**src/rtl/vector_serializer_pkg.sv**
```systemverilog
// Shared definitions for the serial vector link: default vector width and control FSM codes.
// Both ends of the link import this so they agree on width.
package vector_serializer_pkg;

  localparam int VECTOR_WIDTH = 8;

  localparam logic [0:0] ST_IDLE  = 1'b0;
  localparam logic [0:0] ST_SHIFT = 1'b1;

  // Bit-counter width; a 1-bit minimum keeps degenerate widths legal.
  function automatic int cnt_width(input int w);
    return (w > 2) ? $clog2(w) : 1;
  endfunction

endpackage

```
**src/rtl/vector_shift_reg.sv**
```systemverilog
// Parallel-load shift register with a serial tap at the end selected by LSB_FIRST.
// Load has priority over shift; both update on the rising edge.
module vector_shift_reg #(
  parameter int WIDTH     = 8,
  parameter bit LSB_FIRST = 1'b1
) (
  input  logic             clk_i,
  input  logic             reset_i,
  input  logic             load_i,
  input  logic [WIDTH-1:0] load_dat_i,
  input  logic             shift_i,
  output logic             bit_o
);

  logic [WIDTH-1:0] sr_q;
  logic [WIDTH-1:0] sr_d;
  logic [WIDTH-1:0] sr_shifted;

  always_comb begin
    if (LSB_FIRST) begin
      sr_shifted = {1'b0, sr_q[WIDTH-1:1]};
    end else begin
      sr_shifted = {sr_q[WIDTH-2:0], 1'b0};
    end
  end

  always_comb begin
    sr_d = sr_q;
    if (load_i) begin
      sr_d = load_dat_i;
    end else if (shift_i) begin
      sr_d = sr_shifted;
    end
  end

  always_ff @(posedge clk_i) begin
    if (reset_i) begin
      sr_q <= '0;
    end else begin
      sr_q <= sr_d;
    end
  end

  assign bit_o = LSB_FIRST ? sr_q[0] : sr_q[WIDTH-1];

endmodule

```
**src/rtl/vector_serializer.sv**
```systemverilog
// Serializes WIDTH-bit vectors one bit per bit handshake, with a one-entry holding
// register so the next vector can be accepted while the current one shifts out.
module vector_serializer
  import vector_serializer_pkg::*;
#(
  parameter int WIDTH     = VECTOR_WIDTH,
  parameter bit LSB_FIRST = 1'b1
) (
  input  logic             clk_i,
  input  logic             reset_i,
  input  logic [WIDTH-1:0] vector_i,
  input  logic             vector_valid_i,
  output logic             ready_o,
  output logic             output_bit_o,
  output logic             bit_valid_o,
  input  logic             bit_ready_i,
  output logic             busy_o,
  output logic             done_o
);

  localparam int              CW       = cnt_width(WIDTH);
  localparam logic [CW-1:0]   CNT_LAST = CW'(WIDTH - 1);

  logic [0:0]       state_q, state_d;
  logic [CW-1:0]    cnt_q, cnt_d;
  logic [WIDTH-1:0] hr_q, hr_d;
  logic             hr_full_q, hr_full_d;
  logic             done_q, done_d;

  logic             take;
  logic             last;
  logic             accept;
  logic             sr_load;
  logic [WIDTH-1:0] sr_load_dat;
  logic             sr_shift;

  assign bit_valid_o = (state_q == ST_SHIFT);
  assign busy_o      = (state_q == ST_SHIFT);
  assign done_o      = done_q;
  assign ready_o     = !reset_i && !hr_full_q;
  assign accept      = vector_valid_i && ready_o;
  assign take        = bit_valid_o && bit_ready_i;
  assign last        = take && (cnt_q == CNT_LAST);

  always_comb begin
    state_d     = state_q;
    cnt_d       = cnt_q;
    hr_d        = hr_q;
    hr_full_d   = hr_full_q;
    done_d      = 1'b0;
    sr_load     = 1'b0;
    sr_load_dat = vector_i;
    sr_shift    = 1'b0;
    case (state_q)
      ST_IDLE: begin
        if (accept) begin
          sr_load = 1'b1;
          cnt_d   = '0;
          state_d = ST_SHIFT;
        end
      end
      default: begin
        if (last) begin
          done_d = 1'b1;
          // Refill straight from HR or the input so back-to-back vectors have no bubble.
          if (hr_full_q) begin
            sr_load     = 1'b1;
            sr_load_dat = hr_q;
            hr_full_d   = 1'b0;
            cnt_d       = '0;
          end else if (accept) begin
            sr_load = 1'b1;
            cnt_d   = '0;
          end else begin
            state_d = ST_IDLE;
          end
        end else begin
          if (take) begin
            sr_shift = 1'b1;
            cnt_d    = cnt_q + CW'(1);
          end
          if (accept) begin
            hr_d      = vector_i;
            hr_full_d = 1'b1;
          end
        end
      end
    endcase
  end

  always_ff @(posedge clk_i) begin
    if (reset_i) begin
      state_q   <= ST_IDLE;
      cnt_q     <= '0;
      hr_q      <= '0;
      hr_full_q <= 1'b0;
      done_q    <= 1'b0;
    end else begin
      state_q   <= state_d;
      cnt_q     <= cnt_d;
      hr_q      <= hr_d;
      hr_full_q <= hr_full_d;
      done_q    <= done_d;
    end
  end

  vector_shift_reg #(
    .WIDTH     (WIDTH),
    .LSB_FIRST (LSB_FIRST)
  ) u_shift_reg (
    .clk_i      (clk_i),
    .reset_i    (reset_i),
    .load_i     (sr_load),
    .load_dat_i (sr_load_dat),
    .shift_i    (sr_shift),
    .bit_o      (output_bit_o)
  );

endmodule
```
**config.mk**
```make
export PLATFORM = sky130hd
export DESIGN_NAME = vector_serializer
export DESIGN_NICKNAME = d
export VERILOG_FILES = /design/src/rtl/vector_serializer_pkg.sv /design/src/rtl/vector_shift_reg.sv /design/src/rtl/vector_serializer.sv
export SDC_FILE = /design/constraint.sdc
export NUM_CORES = 1
export LEC_CHECK = 0
export BUFFER_PORTS_ARGS = -buffer_cell sky130_fd_sc_hd__buf_2
export CELL_PAD_IN_SITES_DETAIL_PLACEMENT = 1
export CELL_PAD_IN_SITES_GLOBAL_PLACEMENT = 1
export CORE_MARGIN = 10
export CORE_UTILIZATION = 25
export CTS_BUF_LIST = sky130_fd_sc_hd__clkbuf_4 sky130_fd_sc_hd__clkbuf_8
export DETAILED_ROUTE_END_ITERATION = 8
export PLACE_DENSITY_LB_ADDON = 0.1
export SYNTH_ARGS = -nofsm -noshare
export SYNTH_HDL_FRONTEND = slang
export SYNTH_HIERARCHICAL = 1
export SYNTH_SLANG_ARGS = --single-unit
```
**constraint.sdc**
```tcl
create_clock -name clk_i -period 4.2 [get_ports clk_i]
set_input_delay 0.42 -clock clk_i [delete_from_list [all_inputs] [get_ports clk_i]]
set_output_delay 0.42 -clock clk_i [all_outputs]
set_load 0.03 [all_outputs]
```
* After elaboration in Yosys (flattened, before gate mapping)
Cells that the tools add are included.
W data, S select, Z words.
** Storage, ports and cells
- Input port bits :: 12
- Logic and storage cells :: 44
- Output and inout port bits :: 5
- Register bits after elaboration :: 22
** Cells by class
- Eq/ne operators :: 2
- Muxes and demuxes :: 22
- Bitwise gates (word level) :: 2
- Add/subtract/negate cells :: 1
- Reductions and logical operators :: 11
** Operators with widths (count)
- $mux W8 :: 5
- $mux W3 :: 5
- $mux W1 :: 12
- $logic_and A1 B1 Y1 :: 4
- $reduce_bool A2 Y1 :: 2
- $add A3 B1 Y3 const B :: 1
- $eq A3 B3 Y1 const B :: 1
- $ne A3 B1 Y1 const B :: 1
- $reduce_and A3 Y1 :: 1
- $logic_not A1 Y1 :: 2
- $not A1 Y1 :: 2
- $reduce_and A2 Y1 :: 1
- $reduce_or A2 Y1 :: 1

* Longest topological paths before layout
- Word-level depth :: 8
- Mapped depth :: 8
- Depth with buffers taken out :: 7

* Cells and area by module
Netlist, hierarchy kept.
** Modules (own cells, without submodules)
- vector_serializer :: area each 809.5 µm², instances 1, cells an instance 88, sequential area each 280.3 µm²
- vector_shift_reg :: area each 369.1 µm², instances 1, cells an instance 35, sequential area each 160.2 µm²

* Least setup slack after synthesis
OpenSTA, ideal clock, no wires.
- Kind :: register -> register
- Start point :: register cnt_q[0]
- End point :: register u_shift_reg.sr_q[7]
- Period minus slack after synthesis :: 1.824 ns
- Buffers on the path :: 1
- Cell stages (with the launch flop) :: 9
- Data required time :: 4.130 ns
- Slack :: 2.376 ns
- Data arrival time :: 1.754 ns
- Library setup time :: 0.070 ns
- Cell sequence :: dfxtp_1 -> ha_1 -> ha_1 -> and2_4 -> buf_6 -> a21oi_1 -> a21oi_1 -> or3b_1 -> a21oi_1
** Between the ends
- Longest elaborated chain between the ends :: 5
- Elaborated cells between the ends (all ways) :: 10
- Those cells by class :: eq/ne: 1; mux: 7; reduce/logical: 2
** RTL lines
- start: declaration :: RTL line vector_serializer.sv:25 : logic [CW-1:0] cnt_q, cnt_d;
- start signal: assignment :: RTL line vector_serializer.sv:100 : cnt_q <= cnt_d;
- $eq A3 B3 Y1 * :: RTL line vector_serializer.sv:43 : assign last = take && (cnt_q == CNT_LAST);
- $logic_and A1 B1 Y1 * :: RTL line vector_serializer.sv:43
- $mux W1 * :: RTL line vector_serializer.sv:63 : if (last) begin
- $mux W1 * :: RTL line vector_serializer.sv:54 : case (state_q)
- named net sr_load :: RTL line vector_serializer.sv:33 : logic sr_load;
- $mux W8 or $reduce_bool A2 Y1 (tied branches)
- end signal: assignment :: RTL line vector_shift_reg.sv:40 : sr_q <= sr_d;
- end: declaration :: RTL line vector_shift_reg.sv:15 : logic [WIDTH-1:0] sr_q;
The timed path passes the listed nets; every way through them passes the cells marked *.
A chain may end at the register's enable or synchronous reset.

* Worst setup path in the final report
- Start point :: register cnt_q[0]
- End point :: register u_shift_reg.sr_q[1]
Same word-level chain as after synthesis.

==> flow_metrics.tcl <==
set metrics [dict create \
    required_ns 4.37 \
    clk_latency_ns 0.26 \
    switching_share 0.271 \
    skew_ns 0.00537 \
    pre_cts_slack_ns 2.05 \
    path_buf_inv 1 \
    grt_pass1_wl_mm 5.18 \
    clk_pin_slew_ns 0.08 \
    synth_top_area_share 0.374 \
    hold_viol 0 \
    syn_nets 137 \
    fin_crit_sh 0.513 \
    cts_tree "built" \
    power.density_nw_per_um2 335 \
    ir_worst_vdd_mv 0.186 \
    root_buffer "clkbuf_8" \
    dr.first_iter.drc_count 38 \
    status "completed" \
    dieArea_sq_um 7860 \
    place.gp.congestion 0.748 \
    setup_viol 0 \
    clkSinkCount 22 \
    gr-usage-all-layers 0.0841 \
    critPathLaunchType "register" \
    post_cts_resized 0 \
    power_frac_seq 0.540 \
    cts_buffer_depth 2 \
    wirelength_mm 3.02 \
    max_freq_mhz 464 \
    core_sq_um 4470 \
    synth_common_cells "dfxtp_1, nand2_1" \
    period_needed_ns 2.16 \
    syn_avg_cell_area_sq_um 9.58 \
    finalSetupTns_ns 0 \
    ys_types 31 \
    synth_top_cell_by_area "dfxtp_1" \
    die_h_microns 88.7 \
    fp.dieW_microns 88.7 \
    path_delay_family "compound AO/OA/AOI/OAI gates" \
    grt_max_degree 18 \
    fillers 515 \
    async_flop_share 0 \
    port_buffers 16 \
    synth_area_leaders "dfxtp_1, mux2_2, mux2i_1" \
    ant_nets 0 \
    p_switching_uw 116 \
    start_util 0.263 \
    ios 17 \
    crit_type "register to register" \
    syn_inst 123 \
    dpl.hpwl_mm 2.18 \
    grt_remaining_overflow 0 \
    power_frac_clock 0.303 \
    drtPass1Iterations 3 \
    yosysMostFrequentCell "dfxtp_1" \
    hold_class "input port to register" \
    cp_data_arrival_time_ns 2.33 \
    leakage_uw 0.000495 \
    slowest_stage "a21oi_1" \
    crit_chain "ha_1, ha_1, and2_4, a21oi_1, a21oi_1, inv_1, a211oi_1" \
    num_vias 923 \
    post_cts_buffers 0 \
    synth_warnings 6 \
    final_nets 148 \
    wl_per_cell_microns 16.4 \
    n_antenna_cell 0 \
    timing.slew.headroom 0.598 \
    r2r_slack_ns 2.04 \
    core.rowCount 24 \
    crit_path_end_kind "register" \
    crit_fanout 11 \
    cts_hold_buf 0 \
    cts_inserted_buffers 3 \
    grt_pass1_vias 1008 \
    htreeDepth 1 \
    drive_gt1_frac 0.250 \
    route.detailed.drc 0 \
    yosysSeqAreaShare 0.374 \
    worstMarginPinSlew_ns 0.603 \
    internal_power_uw 312 \
    synthFlopType "dfxtp_1" \
    areaGrowthSynthToFinish_pct 8.60 \
    p_comb_frac 0.157 \
    via_per_inst 5.02 \
    fin_ws_ns 2.04 \
    ys_ff_latch 22 \
    slowest_delay_ns 0.45 \
    antenna_found_initial 0 \
    synth_edf_count 0 \
    syn_area_sq_um 1180 \
    final_max_slew_viol_count 0 \
    stdcell_area_sq_um 1280 \
    placed_cell_area_sq_um 1240 \
    maxCapViolations 0 \
    rsz0062_at_grt "false" \
]
## state kept, by name, indices dropped and copies added (netlist names)
name / cells
done_o: 1
cnt_q: 3
hr_q: 8
bit_valid_o: 1
hr_full_q: 1
u_shift_reg/sr_q: 8
## worst register-to-register path, delay by kind of cell, from the launching register on
family          cells  cell delay (ns)
compound gates      3             0.79
fa+ha+maj           2             0.40
flops               1             0.36
buf+inv             1             0.27
simple gates        1             0.26
## layer usage
metal,part of all wire,routed length [microns],track usage,vias up
li1,-,-,-,475
met5,0,0,0,-
met3,0.032,96,0.0294,2
met4,0.0070,21,0.0235,0
met2,0.44,1330,0.124,11
met1,0.52,1570,0.113,435
## cell type report
cell class,instances,area [sq um],share of cell area
Clock buffer,3,41.3,0.0323
Timing Repair Buffer,16,80.1,0.0626
Multi-Input combinational cell,86,634,0.496
Tap cell,52,65.1,0.0508
Sequential cell,22,440,0.344
Inverter,5,18.8,0.0147
## stage by stage
stage | power (uW) | hold WS, ns | utilization | instances
finish | 428 | 0.377 | 0.286 | 184
global route | 458 | 0.377 | 0.286 | 184
CTS | 439 | 0.368 | 0.286 | 184
detailed placement | 304 | 0.457 | 0.277 | 181
global placement | 304 | 0.449 | 0.277 | 181
floorplan | 288 | 0.435 | - | 123
## power groups by stage
stage | Combinational, uW | Sequential [uW] | Clock (uW)
2_1_floorplan | 52.9 | 235 | 0
3_3_place_gp | 67.3 | 236 | 0
3_5_place_dp | 67.7 | 236 | 0
4_1_cts | 68.3 | 231 | 139
5_1_grt | 75.9 | 234 | 149
6_report | 67.2 | 231 | 130
## kinds of logic after synthesis
logic type | count (synthesis) | synth area share
compound gates | 30 | 0.190
fa+ha+maj | 2 | 0.0212
buf+inv | 15 | 0.0881
flops | 22 | 0.374
mux | 15 | 0.136
simple gates | 39 | 0.191
## worst paths after layout
kind                               from                               end  cells after the start
setup reg to reg  cnt_q[0]$_SDFFE_PP0P_  u_shift_reg/sr_q[1]$_SDFFE_PP0P_                      7
setup / recovery  cnt_q[0]$_SDFFE_PP0P_  u_shift_reg/sr_q[1]$_SDFFE_PP0P_                      7
hold reg to reg   cnt_q[0]$_SDFFE_PP0P_             cnt_q[0]$_SDFFE_PP0P_                      1
hold / removal              vector_i[1]              hr_q[1]$_SDFFE_PP0P_                      3
## layout by cell type, fill, tap and decap left out, drive strengths merged, types with 2 or more instances in the layout
cell type	synthesis	layout
a211oi	8	8
a21oi	8	8
a311oi	2	2
buf	9	16
clkbuf	0	3
dfxtp	22	22
ha	2	2
inv	5	5
mux2	8	8
mux2i	7	7
nand2	14	14
nand2b	2	2
nand3	9	9
nor2	2	2
nor2b	7	7
o311ai	8	8
Note: power is estimated with default switching activity, not from simulation.
